`config.mk`:
```
export PLATFORM = sky130hd
export DESIGN_NAME = phase_sched
export DESIGN_NICKNAME = d
export VERILOG_FILES = /design/src/rtl/phase_pkg.sv /design/src/rtl/phase_sched_dr_sync.sv /design/src/rtl/phase_sched.sv
export SDC_FILE = /design/constraint.sdc
export NUM_CORES = 1
export LEC_CHECK = 0
export BUFFER_PORTS_ARGS = -buffer_cell sky130_fd_sc_hd__buf_2
export CAP_MARGIN = 40
export CORE_MARGIN = 8
export CORE_UTILIZATION = 57
export CTS_CLUSTER_DIAMETER = 120
export DETAILED_ROUTE_END_ITERATION = 10
export GPL_TIMING_DRIVEN = 0
export PLACE_DENSITY_LB_ADDON = 0.25
export RECOVER_POWER = 100
export SYNTH_ARGS = -nofsm -noshare
export SYNTH_HDL_FRONTEND = slang
export SYNTH_SLANG_ARGS = --single-unit
```
`constraint.sdc`:
```
create_clock -name clk -period 2.3 [get_ports clk]
set_input_delay 0.345 -clock clk [delete_from_list [all_inputs] [get_ports clk]]
set_output_delay 0.345 -clock clk [all_outputs]
set_load 0.05 [all_outputs]
```
`src/rtl/phase_pkg.sv`:
```
// phase_pkg: dual-rail codes, scheduler states and ring size shared by the phase scheduler
package phase_pkg;

   localparam logic [1:0] DR_NULL = 2'b00;
   localparam logic [1:0] DR_0    = 2'b01;
   localparam logic [1:0] DR_1    = 2'b10;
   localparam logic [1:0] DR_ERR  = 2'b11;

   localparam int NUM_PH = 3;

   typedef enum logic [2:0] {
      WAIT_VALID,
      START,
      RUN,
      ACK_HI,
      WAIT_NULL,
      ERROR
   } sched_state_t;

   function automatic logic dr_valid(input logic [1:0] code);
      return code == DR_0 || code == DR_1;
   endfunction

endpackage

```
`src/rtl/phase_sched_dr_sync.sv`:
```
// dr_sync: multi-flop synchroniser for one dual-rail phase code, clears to NULL on reset
module dr_sync
   import phase_pkg::*;
#(
   parameter int SYNC_STAGES = 2
) (
   input  logic       clk,
   input  logic       rst_n,
   input  logic [1:0] d_i,
   output logic [1:0] q_o
);

   logic [1:0] sync_q [SYNC_STAGES];

   // shift the asynchronous code through the chain
   always_ff @(posedge clk or negedge rst_n) begin
      if (!rst_n) begin
         for (int i = 0; i < SYNC_STAGES; i++) sync_q[i] <= DR_NULL;
      end else begin
         sync_q[0] <= d_i;
         for (int i = 1; i < SYNC_STAGES; i++) sync_q[i] <= sync_q[i-1];
      end
   end

   assign q_o = sync_q[SYNC_STAGES-1];

endmodule

```
`src/rtl/phase_sched.sv`:
```
// phase_sched: clocked scheduler for the 3-phase dual-rail ring; optional PHASE_SCHED_STATS_EN adds hs_count/last_lat
module phase_sched
   import phase_pkg::*;
#(
   parameter int SYNC_STAGES = 2,
   parameter int TIMEOUT_W   = 10,
   parameter int TIMEOUT_CYC = 1000
) (
   input  logic                 clk,
   input  logic                 rst_n,
   input  logic [1:0]           ph0,
   input  logic [1:0]           ph1,
   input  logic [1:0]           ph2,
   output logic                 ack,
   input  logic                 enable,
   output logic [NUM_PH-1:0]    stage_start,
   output logic                 stage_val,
   input  logic [NUM_PH-1:0]    stage_done,
   output logic                 busy,
   output logic                 err_order,
   output logic                 err_invalid,
   output logic                 err_timeout,
   input  logic                 clr_err
`ifdef PHASE_SCHED_STATS_EN
   ,
   output logic [15:0]          hs_count,
   output logic [TIMEOUT_W-1:0] last_lat
`endif
);

   logic [1:0]           sync_w [NUM_PH];
   logic [1:0]           code_q [NUM_PH];
   logic [NUM_PH-1:0]    vld;
   logic [1:0]           vidx;
   logic                 bad, all_null, wd_exp, set_o, set_t, set_i;
   sched_state_t         state_q, state_d;
   logic [1:0]           idx_q, idx_d, exp_q, exp_d;
   logic                 val_q, val_d, ack_q, ack_d;
   logic                 eo_q, eo_d, ei_q, ei_d, et_q, et_d;
   logic [TIMEOUT_W-1:0] wd_q, wd_d;

   dr_sync #(.SYNC_STAGES(SYNC_STAGES)) u_sync0 (.clk(clk), .rst_n(rst_n), .d_i(ph0), .q_o(sync_w[0]));
   dr_sync #(.SYNC_STAGES(SYNC_STAGES)) u_sync1 (.clk(clk), .rst_n(rst_n), .d_i(ph1), .q_o(sync_w[1]));
   dr_sync #(.SYNC_STAGES(SYNC_STAGES)) u_sync2 (.clk(clk), .rst_n(rst_n), .d_i(ph2), .q_o(sync_w[2]));

   // one register after the synchronisers so the decoder sees a settled code
   always_ff @(posedge clk or negedge rst_n) begin
      if (!rst_n) begin
         for (int i = 0; i < NUM_PH; i++) code_q[i] <= DR_NULL;
      end else begin
         for (int i = 0; i < NUM_PH; i++) code_q[i] <= sync_w[i];
      end
   end

   // decode which phases carry data, illegal combinations and the all-NULL spacer
   always_comb begin
      vld      = '0;
      bad      = 1'b0;
      all_null = 1'b1;
      for (int i = 0; i < NUM_PH; i++) begin
         vld[i]   = dr_valid(code_q[i]);
         bad      = bad | (code_q[i] == DR_ERR);
         all_null = all_null & (code_q[i] == DR_NULL);
      end
      bad  = bad | ($countones(vld) > 1);
      vidx = vld[2] ? 2'd2 : vld[1] ? 2'd1 : 2'd0;
   end

   assign wd_exp = (state_q == RUN || state_q == WAIT_NULL) && wd_q == TIMEOUT_W'(TIMEOUT_CYC - 1);
   assign set_i  = bad;
   assign set_t  = !bad && wd_exp;
   assign set_o  = !bad && state_q == WAIT_VALID && enable && vld != '0 && vidx != exp_q;

   // next state, watchdog and sticky flags; an error of any kind overrides the normal path
   always_comb begin
      state_d = state_q;
      idx_d   = idx_q;
      exp_d   = exp_q;
      val_d   = val_q;
      wd_d    = wd_q;
      case (state_q)
         WAIT_VALID: if (enable && vld != '0 && vidx == exp_q) begin
            idx_d   = vidx;
            val_d   = code_q[vidx][1];
            state_d = START;
         end
         START: begin
            wd_d    = '0;
            state_d = RUN;
         end
         RUN: begin
            wd_d    = wd_q + 1'b1;
            state_d = stage_done[idx_q] ? ACK_HI : RUN;
         end
         ACK_HI: state_d = WAIT_NULL;
         WAIT_NULL: begin
            wd_d = wd_q + 1'b1;
            if (all_null) begin
               exp_d   = (exp_q == 2'd2) ? 2'd0 : exp_q + 2'd1;
               state_d = WAIT_VALID;
            end
         end
         ERROR: if (clr_err) begin
            exp_d   = '0;
            state_d = WAIT_VALID;
         end
         default: state_d = ERROR;
      endcase
      if (set_i || set_t || set_o) state_d = ERROR;
      ack_d = state_d == ACK_HI || state_d == WAIT_NULL;
      eo_d  = (eo_q & ~clr_err) | set_o;
      ei_d  = (ei_q & ~clr_err) | set_i;
      et_d  = (et_q & ~clr_err) | set_t;
   end

   // scheduler state registers
   always_ff @(posedge clk or negedge rst_n) begin
      if (!rst_n) begin
         state_q <= WAIT_VALID;
         idx_q   <= '0;
         exp_q   <= '0;
         val_q   <= 1'b0;
         wd_q    <= '0;
         ack_q   <= 1'b0;
         eo_q    <= 1'b0;
         ei_q    <= 1'b0;
         et_q    <= 1'b0;
      end else begin
         state_q <= state_d;
         idx_q   <= idx_d;
         exp_q   <= exp_d;
         val_q   <= val_d;
         wd_q    <= wd_d;
         ack_q   <= ack_d;
         eo_q    <= eo_d;
         ei_q    <= ei_d;
         et_q    <= et_d;
      end
   end

   assign stage_start = (state_q == START) ? {{(NUM_PH-1){1'b0}}, 1'b1} << idx_q : '0;
   assign stage_val   = val_q;
   assign busy        = !(state_q == WAIT_VALID || state_q == ERROR);
   assign ack         = ack_q;
   assign err_order   = eo_q;
   assign err_invalid = ei_q;
   assign err_timeout = et_q;

`ifdef PHASE_SCHED_STATS_EN
   logic [15:0]          hs_q;
   logic [TIMEOUT_W-1:0] lat_q;

   // count ack falls and capture start-to-ack latency (watchdog is 0 on the first RUN cycle)
   always_ff @(posedge clk or negedge rst_n) begin
      if (!rst_n) begin
         hs_q  <= '0;
         lat_q <= '0;
      end else begin
         if (ack_q && !ack_d) hs_q <= hs_q + 16'd1;
         if (state_q == RUN && state_d == ACK_HI) lat_q <= wd_q + TIMEOUT_W'(2);
      end
   end

   assign hs_count = hs_q;
   assign last_lat = lat_q;
`endif

endmodule

```
Word level (Yosys, flattened, before mapping)
Index checks and enable logic that the tools add are counted.
W data, S select, Z words.
{"block": "classes", "n_addsub": 4, "n_lt_le_gt_ge": 3, "n_eq_ne": 22, "shifts": 1, "n_mux": 19, "n_bitwise": 13, "reduce_logical": 28}
{"op": "$pmux W10 S2", "count": 1}
{"op": "$pmux W3 S6", "count": 1}
{"op": "$mux W3", "count": 5}
{"op": "$eq A2 B2 Y1 const B", "count": 7}
{"op": "$mux W2", "count": 6}
{"op": "$add A10 B1 Y10 const B", "count": 1}
{"op": "$eq A10 B10 Y1 const B", "count": 1}
{"op": "$eq A3 B2 Y1 const B", "count": 3}
{"op": "$eq A3 B3 Y1 const B", "count": 3}
{"op": "$logic_and A1 B1 Y1", "count": 8}
{"op": "$logic_or A1 B1 Y1", "count": 8}
{"op": "$eq A2 B1 Y1 const B", "count": 3}
{"op": "$logic_not A2 Y1", "count": 3}
{"op": "$or A1 B1 Y1", "count": 6}
{"op": "$and A1 B1 Y1", "count": 5}
{"op": "$bmux W2 S2", "count": 1}
{"op": "$ne A2 B2 Y1 const B", "count": 2}
{"op": "$pmux W2 S2", "count": 1}
{"op": "$reduce_bool A2 Y1", "count": 2}
{"op": "$add A2 B1 Y3", "count": 1}
{"op": "$eq A3 B1 Y1 const B", "count": 1}
{"op": "$ge A3 B3 Y1 const B", "count": 1}
{"op": "$gt A3 B1 Y1 const B", "count": 1}
{"op": "$logic_not A3 Y1", "count": 1}
{"op": "other kinds (15)", "count": 18}
{"block": "totals", "register_bits": 40, "output_inout_bits": 9, "elab_cells": 108}

Depth between registers and ports, before layout
Gate-level depths: netlist of run 1.
{"block": "logic_depth", "depth_word": 15, "depth_mapped": 7, "ltp_nobuf": 7}

Hierarchy
Synthesis of run 1 repeated with hierarchy kept, for this count alone.
{"block": "unflattened", "cells_unflattened": 167, "hier_area_um2": 1889.3}
{"mod": "phase_sched", "instances": 1, "cells_each": 149, "area_per_inst_um2": 1544.0, "seq_area_each_um2": 700.7}
{"mod": "dr_sync", "instances": 3, "cells_each": 6, "area_per_inst_um2": 115.1, "seq_area_each_um2": 100.1}

Worst setup path after synthesis of run 1
OpenSTA, ideal clock, no wires.
{"block": "synth_timing", "path_type": "reg-to-output", "start": "reg state_q[2]", "end": "out stage_start[2]", "arrival_ns": 2.211, "t_required_ns": 1.955, "slack_ns": -0.256, "path_stages_with_launch": 5, "n_path_buf": 2, "cell_sequence": "dfrtp_1 buf_6 or3b_1 buf_6 nor3b_1"}
{"block": "synth_between", "elab_chain_len": 2}
{"element": "start, declared", "line_no": "phase_sched.sv:36", "text": "sched_state_t state_q, state_d;"}
{"element": "start signal, assigned", "line_no": "phase_sched.sv:129", "text": "state_q <= state_d;"}
{"element": "$eq A3 B1 Y1", "line_no": "phase_sched.sv:141", "text": "assign stage_start = (state_q == START) ? {{(NUM_PH-1){1'b0}}, 1'b1} << idx_q : '0;"}
{"element": "$mux W3", "line_no": "phase_sched.sv:141"}
{"element": "end, declared", "line_no": "phase_sched.sv:16", "text": "output logic [NUM_PH-1:0] stage_start,"}
Every way passes these cells.

Worst setup path after layout of run 1
Ends and elaborated chain as after synthesis.

==> impl_metrics.py, run 1 <==
metrics = {
    "run_status": {
        "outcome": "finished, violations left",
        "failed_checks": "max-capacitance violations, max-slew violations",
    },
    "synthesis": {
        "synth-seq-cells": 40,
        "synth_cell_types": 48,
        "yosys_warnings": 0,
        "ys.flop_type": "dfrtp_1",
        "async_flop_share_pct": 100,
        "syn_area_um2": 1920,
        "syn_inst": 168,
        "synth_fp_nets": 189,
        "seq_area_frac_synth_pct": 52.3,
        "synth_edf_count": 0,
        "synth.avg_cell_area_um2": 11.4,
    },
    "setup_path": {
        "arrival_ns": 1.88,
        "start_kind": "flop",
        "worst-path-max-fanout": 10,
        "cp_common_cell": "buf_6",
        "crit_family": "simple AND/OR/NAND/NOR gates",
        "cp.buffers_inverters": 3,
        "slowest_stage": "dfrtp_1",
        "path_class": "flop to output port",
        "slowest_delay_ns": 0.42,
        "crit_chain": "buf_6 > or3b_1 > buf_6 > nor3b_2 > buf_4",
        "critPathRequiredTime_ns": 1.96,
        "worstSetupEndpointType": "output port",
    },
    "grt": {
        "gr-total-overflow": 0,
        "grt_max_degree": 41,
        "antenna_found_initial": 0,
        "grt_usage_pct": 14.0,
        "grt_pass1_vias": 1331,
        "grt_pass1_wl_um": 5910,
    },
    "place": {
        "gp_congestion": 0.797,
        "dp.final_hpwl_um": 2490,
        "place_ws_ns": 0.216,
        "placedCellCount": 235,
        "portBuffers": 21,
        "place_area_um2": 2090,
    },
    "die": {
        "fp.dieH_um": 74.0,
        "coreArea_um2": 3280,
        "num_rows": 21,
        "dieArea_um2": 5470,
        "die_x_um": 74.0,
        "initial_core_util_pct": 58.3,
        "io_pins": 22,
    },
    "pwr": {
        "power_w": 0.00155,
        "switchingPower_w": 0.000454,
        "p_int_w": 0.00109,
        "power_density_nw_per_um2": 722,
        "netSwitchingFraction_pct": 29.3,
        "ir_drop_mv": 0.482,
        "pwr-share-seq_pct": 51.1,
        "p_leak_nw": 0.955,
        "combPwrFrac_pct": 18.4,
        "p_clk_share_pct": 30.5,
    },
    "timing": {
        "setup_viol": 0,
        "clock_skew_ns": 0.00743,
        "fin_setup_tns_ns": 0,
        "rsz0062_at_grt": "false",
        "timing.final.crit_share_pct": 96.6,
        "slew_headroom_pct": -36.4,
        "min_period_ns": 2.22,
        "slew_viol_final": 41,
        "setup_ws_ns": 0.0788,
        "hold_viol": 0,
        "max_freq_mhz": 450,
        "worst_slew_pin_slew_ns": 2.05,
    },
    "finish": {
        "layoutNonFillerInstCount": 243,
        "fillers": 277,
        "layout-drive-gt1-share_pct": 19.3,
        "areaGrowthSynthToFinish_pct": 12.0,
        "final_area_um2": 2140,
        "layout_common_cells": "dfrtp_1, nand2_1, o21ai_0, buf_2",
        "antennaDiodeCount": 0,
        "final_common_cell": "dfrtp_1",
        "fin_nets": 217,
    },
    "routing": {
        "wire_per_inst_um": 13.7,
        "drt_iter0_drc": 70,
        "drt_drc_violations_left": 0,
        "firstDrtPassIters": 4,
        "antenna_left": 0,
        "wirelength_um": 3340,
        "vias_per_cell": 5.33,
        "num_vias": 1296,
    },
    "worst_hold_path": {
        "hp-class": "input port to flop",
    },
    "clock_tree": {
        "cts_hold_buf": 0,
        "cts_sinks": 40,
        "cts.clk_slew.worst_paths_ns": 0.12,
        "cts_buffer_depth": 2,
        "clockRootBuffer": "clkbuf_4",
        "clock_latency_ns": 0.35,
        "htree_levels": 2,
        "cts_made_buffers": 5,
        "tritoncts": "yes",
        "post-cts-setup-buffers": 0,
    },
    "job": {
        "drv_cap": 1,
    },
}
cell families (layout without fill, tap and decap cells):
group | after synthesis | count (layout) | synth area share, %
AO/OA/AOI/OAI | 30 | 30 | 10.8
multiplexers | 11 | 11 | 6.01
buffers and inverters | 14 | 43 | 4.11
XOR/XNOR | 4 | 4 | 2.22
flip-flops | 40 | 40 | 52.3
adder cells (fa/ha/maj) | 8 | 8 | 5.23
AND/OR/NAND/NOR | 61 | 61 | 19.3
path summary, 6_finish.rpt:
kind                                          startpoint                           to  slack, ns  cells after the start
max in group asynchronous                          rst_n          wd_q[4]$_DFFE_PN0P_       0.57                      1
worst max register to register       code_q[1]$_DFF_PN0_                ack$_DFF_PN0_       0.27                      7
worst min register to register  u_sync0.q_o[0]$_DFF_PN0_          code_q[4]$_DFF_PN0_       0.36                      0
min in group asynchronous                          rst_n         exp_q[1]$_DFFE_PN0P_       0.55                      1
worst max-delay path                state_q[2]$_DFF_PN0_               stage_start[2]       0.08                      5
worst min-delay path                              ph0[1]  u_sync0.sync_q[3]$_DFF_PN0_       0.09                      1
per-layer routing:
layer,vias to the layer above,wire length [um],track usage (%)
met4,0,53,7.32
li1,640,-,-
met5,-,0,0
met1,632,1450,15.8
met2,18,1700,23.9
met3,6,140,3.50
repair_timing:
| item | 4_1_cts | 5_1_grt |
|---|---|---|
| pin swaps | 0 | 0 |
| gates resized for setup | 1 | 4 |
| endpoints found under the setup margin | 1 | 3 |
cells in the mapped netlist, types with 2 or more instances:
library cell | number | share of area, %
nor3_1 | 4 | 1.0
nand3_1 | 9 | 2.4
nand2b_1 | 4 | 1.3
nor2_1 | 4 | 0.78
inv_1 | 9 | 1.8
mux2_1 | 3 | 1.8
a21o_1 | 2 | 0.78
nor3b_1 | 2 | 0.78
xnor2_1 | 3 | 1.4
nor2b_1 | 4 | 1.3
nand2_1 | 16 | 3.1
o21ai_1 | 4 | 1.0
dfrtp_1 | 40 | 52
nand3b_1 | 2 | 0.78
a21boi_1 | 2 | 0.78
ha_1 | 8 | 5.2
and2_1 | 2 | 0.65
mux2i_1 | 7 | 3.7
buf_6 | 3 | 1.8
or3b_1 | 2 | 0.91
o21ai_0 | 11 | 2.9
stage by stage:
stage	utilization (%)	hold slack, ns
finish	65.3	0.0896
CTS	66.4	0.0760
detailed placement	63.7	0.336
global placement	63.7	0.332
floorplan	-	0.0494
global route	65.3	0.0615
power groups by stage:
stage	Sequential, W	Combinational [W]	Clock, W
floorplan	0.000812	0.000213	0
global placement	0.000802	0.000289	0
detailed placement	0.000806	0.000297	0
CTS	0.000792	0.000299	0.000486
global route	0.000799	0.000319	0.000516
finish	0.000791	0.000285	0.000472
layout make-up:
class	count	area (um2)	area share, %
sequential	40	1000	46.7
multi-input combinational	114	821	38.3
timing repair buffer	21	103	4.78
tap	46	57.6	2.68
clock inverter	3	46.3	2.16
buffer	5	45.0	2.10
clock buffer	5	37.5	1.75
inverter	9	33.8	1.58
state kept, by name, indices dropped and copies added (netlist names):
signal,cells
err_timeout,1
state_q,3
wd_q,10
u_sync2.q_o,2
code_q,6
u_sync1.q_o,2
u_sync0.q_o,2
stage_val,1
idx_q,2
u_sync0.sync_q,2
u_sync2.sync_q,2
err_invalid,1
exp_q,2
ack,1
u_sync1.sync_q,2
err_order,1
Note: power is estimated with default switching activity, not from simulation.
==> run 2, diff against run 1 <==
--- a/config.mk
+++ b/config.mk
@@ -7,8 +7,9 @@
 export LEC_CHECK = 0
 export BUFFER_PORTS_ARGS = -buffer_cell sky130_fd_sc_hd__buf_2
 export CAP_MARGIN = 40
+export CORE_ASPECT_RATIO = 0.6
 export CORE_MARGIN = 8
-export CORE_UTILIZATION = 57
+export CORE_UTILIZATION = 50
 export CTS_CLUSTER_DIAMETER = 120
 export DETAILED_ROUTE_END_ITERATION = 10
 export GPL_TIMING_DRIVEN = 0
==> impl_metrics.py, run 2 (synthesis results as in run 1) <==
metrics = {
    "pwr": {
        "power_w": 0.00157,
        "ir_drop_mv": 0.373,
        "p_leak_nw": 0.959,
        "power_density_nw_per_um2": 730,
    },
    "routing": {
        "drt_drc_violations_left": 0,
        "vias_per_cell": 5.46,
        "drt_iter0_drc": 94,
        "wire_per_inst_um": 15.2,
        "firstDrtPassIters": 4,
        "antenna_left": 0,
        "wirelength_um": 3700,
        "num_vias": 1333,
    },
    "setup_path": {
        "worstSetupEndpointType": "output port",
        "arrival_ns": 1.85,
        "slowest_stage": "dfrtp_1",
        "cp.buffers_inverters": 3,
        "slowest_delay_ns": 0.41,
        "cp_common_cell": "buf_6",
        "crit_family": "buffers and inverters",
        "worst-path-max-fanout": 10,
        "critPathRequiredTime_ns": 1.96,
        "crit_chain": "buf_6 > or3b_1 > buf_6 > nor3b_2 > clkbuf_4",
        "start_kind": "flop",
        "path_class": "flop to output port",
    },
    "timing": {
        "slew_headroom_pct": 38.0,
        "min_period_ns": 2.19,
        "clock_skew_ns": 0.00377,
        "slew_viol_final": 0,
        "rsz0062_at_grt": "false",
        "setup_viol": 0,
        "hold_viol": 0,
        "fin_setup_tns_ns": 0,
        "setup_ws_ns": 0.109,
        "timing.final.crit_share_pct": 95.2,
        "worst_slew_pin_slew_ns": 0.931,
        "max_freq_mhz": 457,
    },
    "place": {
        "dp.final_hpwl_um": 2820,
        "gp_congestion": 0.809,
        "place_ws_ns": 0.232,
        "portBuffers": 21,
        "placedCellCount": 236,
    },
    "finish": {
        "regMostFlops": "wd_q",
        "multi_input_area_um2": 815,
        "areaGrowthSynthToFinish_pct": 12.3,
        "layout_common_cells": "dfrtp_1, nand2_1, o21ai_0, buf_2",
        "fin_nets": 217,
        "regArea_um2": 1000,
        "layoutNonFillerInstCount": 244,
        "fillers": 336,
        "final_core_util_pct": 58.5,
        "final_common_cell": "dfrtp_1",
        "antennaDiodeCount": 0,
        "largest_reg_flops": 10,
        "reg_top3": "wd_q x10, code_q x6, state_q x3",
        "layout-drive-gt1-share_pct": 19.3,
    },
    "die": {
        "dieArea_um2": 6130,
        "fp.dieH_um": 63.9,
        "num_rows": 17,
        "io_pins": 22,
        "coreArea_um2": 3680,
        "initial_core_util_pct": 52.1,
        "die_x_um": 95.9,
    },
    "clock_tree": {
        "clock_latency_ns": 0.29,
        "cts_made_buffers": 5,
        "clockRootBuffer": "clkbuf_8",
        "cts_sinks": 40,
        "post-cts-setup-buffers": 0,
        "cts.clk_slew.worst_paths_ns": 0.08,
        "cts_hold_buf": 0,
        "tritoncts": "yes",
        "htree_levels": 2,
        "cts_buffer_depth": 2,
        "cts_resized": 0,
    },
    "grt": {
        "gr-total-overflow": 0,
        "grt_pass1_wl_um": 6350,
        "antenna_found_initial": 0,
        "grt_max_degree": 41,
        "grt_usage_pct": 13.2,
        "grt_pass1_vias": 1371,
    },
    "worst_hold_path": {
        "hp-class": "input port to flop",
    },
    "run_status": {
        "outcome": "completed",
    },
    "job": {
        "drv_cap": 0,
    },
}
run 2: cell type report:
| type | instances | area share [%] |
|---|---|---|
| Buffer | 5 | 2.09 |
| Clock inverter | 2 | 0.698 |
| Sequential cell | 40 | 46.5 |
| Multi-Input combinational cell | 114 | 37.8 |
| Inverter | 9 | 1.57 |
| Clock buffer | 6 | 3.84 |
| Tap cell | 47 | 2.73 |
| Timing Repair Buffer | 21 | 4.71 |
run 2: per-layer routing:
metal  part of all wire, %  up-vias  global-route usage, %
li1                      -      646                      -
met1                    49      641                   17.7
met2                    44       40                   19.1
met3                   6.3        6                   4.55
met4                   1.2        0                   5.33
met5                     0        -                      0
run 2: report_power, final:
group          switching (W)  total [W]  internal, W
registers          0.0000429   0.000795     0.000753
clock network       0.000247   0.000489     0.000243
logic               0.000179   0.000287     0.000108
run 2: final timing paths:
check                                          from                     endpoint  cells after the start  slack (ns)
min reg2reg                u_sync0.q_o[0]$_DFF_PN0_          code_q[4]$_DFF_PN0_                      0        0.35
max                            state_q[2]$_DFF_PN0_               stage_start[1]                      5        0.11
min in group asynchronous                     rst_n  u_sync1.sync_q[3]$_DFF_PN0_                      1        0.18
max in group asynchronous                     rst_n         state_q[2]$_DFF_PN0_                      1        1.55
min                                          ph2[0]  u_sync2.sync_q[2]$_DFF_PN0_                      1        0.15
max reg2reg                     code_q[0]$_DFF_PN0_                ack$_DFF_PN0_                      7        0.16
run 2: per-stage QoR:
step                area, um2  hold WS (ns)
global placement         2090         0.333
floorplan                1930        0.0494
CTS                      2190         0.145
finish                   2150         0.153
detailed placement       2090         0.335
global route             2150         0.140
==> run 3, diff against run 2 <==
--- a/config.mk
+++ b/config.mk
@@ -9,7 +9,7 @@
 export CAP_MARGIN = 40
 export CORE_ASPECT_RATIO = 0.6
 export CORE_MARGIN = 8
-export CORE_UTILIZATION = 50
+export CORE_UTILIZATION = 25
 export CTS_CLUSTER_DIAMETER = 120
 export DETAILED_ROUTE_END_ITERATION = 10
 export GPL_TIMING_DRIVEN = 0
==> impl_metrics.py, run 3 (synthesis results as in run 1) <==
metrics = {
    "pwr": {
        "power_density_nw_per_um2": 822,
        "p_leak_nw": 1.01,
        "power_w": 0.00191,
        "ir_drop_mv": 0.360,
    },
    "die": {
        "io_pins": 22,
        "fp.dieH_um": 83.8,
        "num_rows": 24,
        "initial_core_util_pct": 26.0,
        "dieArea_um2": 10800,
        "coreArea_um2": 7360,
        "die_x_um": 129,
    },
    "timing": {
        "hold_viol": 0,
        "fin_setup_tns_ns": 0,
        "slew_viol_final": 0,
        "timing.final.crit_share_pct": 96.7,
        "min_period_ns": 2.22,
        "clock_skew_ns": 0.00582,
        "rsz0062_at_grt": "false",
        "setup_viol": 0,
        "worst_slew_pin_slew_ns": 1.04,
        "max_freq_mhz": 450,
        "slew_headroom_pct": 30.5,
    },
    "finish": {
        "areaGrowthSynthToFinish_pct": 21.5,
        "fin_nets": 218,
        "layout-drive-gt1-share_pct": 19.7,
        "antennaDiodeCount": 0,
        "final_area_um2": 2330,
        "largest_reg_flops": 10,
        "regMostFlops": "wd_q",
        "layout_common_cells": "dfrtp_1, nand2_1, o21ai_0, buf_2",
        "final_common_cell": "dfrtp_1",
        "reg_top3": "wd_q x10, code_q x6, state_q x3",
    },
    "worst_hold_path": {
        "hp-class": "input port to flop",
    },
    "grt": {
        "grt_pass1_wl_um": 6770,
        "antenna_found_initial": 0,
        "grt_max_degree": 22,
        "grt_pass1_vias": 1260,
        "gr-total-overflow": 0,
        "grt_usage_pct": 8.36,
    },
    "setup_path": {
        "crit_chain": "buf_6 > or3b_1 > buf_6 > nor3b_2 > clkbuf_2",
        "arrival_ns": 1.88,
        "slowest_delay_ns": 0.40,
        "slowest_stage": "dfrtp_1",
        "worstSetupEndpointType": "output port",
        "path_class": "flop to output port",
        "cp_common_cell": "buf_6",
        "critPathRequiredTime_ns": 1.96,
        "worst-path-max-fanout": 10,
        "start_kind": "flop",
    },
    "clock_tree": {
        "clock_latency_ns": 0.29,
        "clockRootBuffer": "clkbuf_16",
        "tritoncts": "yes",
        "cts_made_buffers": 5,
        "htree_levels": 2,
        "cts_buffer_depth": 2,
        "cts.clk_slew.worst_paths_ns": 0.06,
        "cts_sinks": 40,
    },
    "routing": {
        "firstDrtPassIters": 4,
        "vias_per_cell": 4.27,
        "drt_iter0_drc": 88,
        "drt_drc_violations_left": 0,
        "wirelength_um": 4120,
        "antenna_left": 0,
        "num_vias": 1290,
        "wire_per_inst_um": 13.6,
    },
    "job": {
        "drv_cap": 0,
    },
    "place": {
        "place_area_um2": 2190,
        "portBuffers": 21,
        "dp.final_hpwl_um": 3020,
        "gp_congestion": 0.745,
    },
    "run_status": {
        "outcome": "completed",
    },
}
-- run 3: final timing paths --
kind                                                to                     start  slack, ns  depth (start not counted)
max in group asynchronous          wd_q[8]$_DFFE_PN0P_                     rst_n       0.50                          2
max reg2reg                              ack$_DFF_PN0_       code_q[1]$_DFF_PN0_       0.14                          7
min reg2reg                        code_q[1]$_DFF_PN0_  u_sync2.q_o[1]$_DFF_PN0_       0.35                          0
max                                     stage_start[1]      state_q[2]$_DFF_PN0_       0.08                          5
min                        u_sync1.sync_q[2]$_DFF_PN0_                    ph1[0]       0.16                          1
min in group asynchronous  u_sync2.sync_q[3]$_DFF_PN0_                     rst_n       0.22                          1
-- run 3: what timing repair did --
item	in CTS	in global routing
hold buffers	0	0
resized for setup	1	4
setup buffers	0	0
endpoints found under the setup margin	1	2
-- run 3: layout make-up --
cell class / count / area [um2]
Buffer: 5 / 45.0
Clock buffer: 5 / 125
Clock inverter: 3 / 46.3
Fill cell: 772 / 5030
Inverter: 9 / 33.8
Multi-Input combinational cell: 114 / 833
Sequential cell: 40 / 1000
Tap cell: 104 / 130
Timing Repair Buffer: 22 / 113
-- run 3: stage by stage --
step                      setup WS, ns  hold slack (ns)  instances  util (%)
after CTS                       0.0294           0.0270        302      32.2
after global placement          0.0127            0.332        293      29.4
after global routing           0.00730            0.145        302      31.6
final                           0.0764            0.159        302      31.6
after floorplan                  0.230           0.0494        168         -
after detailed placement        0.0148            0.335        294      29.8
-- run 3: per-layer routing --
| layer | part of all wire (%) | track usage (%) | vias to the layer above | wire [um] |
|---|---|---|---|---|
| met5 | 0 | 0 | - | 0 |
| li1 | - | - | 643 | - |
| met2 | 34 | 8.70 | 32 | 1380 |
| met1 | 58 | 13.1 | 609 | 2370 |
| met4 | 2.1 | 4.14 | 0 | 85 |
| met3 | 6.7 | 3.57 | 6 | 275 |
-- run 3: power by group --
| part | total [W] | leakage, nW | internal, W | switching, W |
|---|---|---|---|---|
| sequential | 0.000793 | 0.501 | 0.000753 | 0.0000395 |
| combinational | 0.000299 | 0.427 | 0.000113 | 0.000186 |
| clock | 0.000822 | 0.0804 | 0.000516 | 0.000306 |
| total | 0.00191 | 1.01 | 0.00138 | 0.000532 |
-- run 3: worst max-delay path, delay by kind of cell, from the launching register on --
kind,cells,cell delay [ns]
flip-flops,1,0.40
AND/OR/NAND/NOR,2,0.56
buffers and inverters,3,0.62
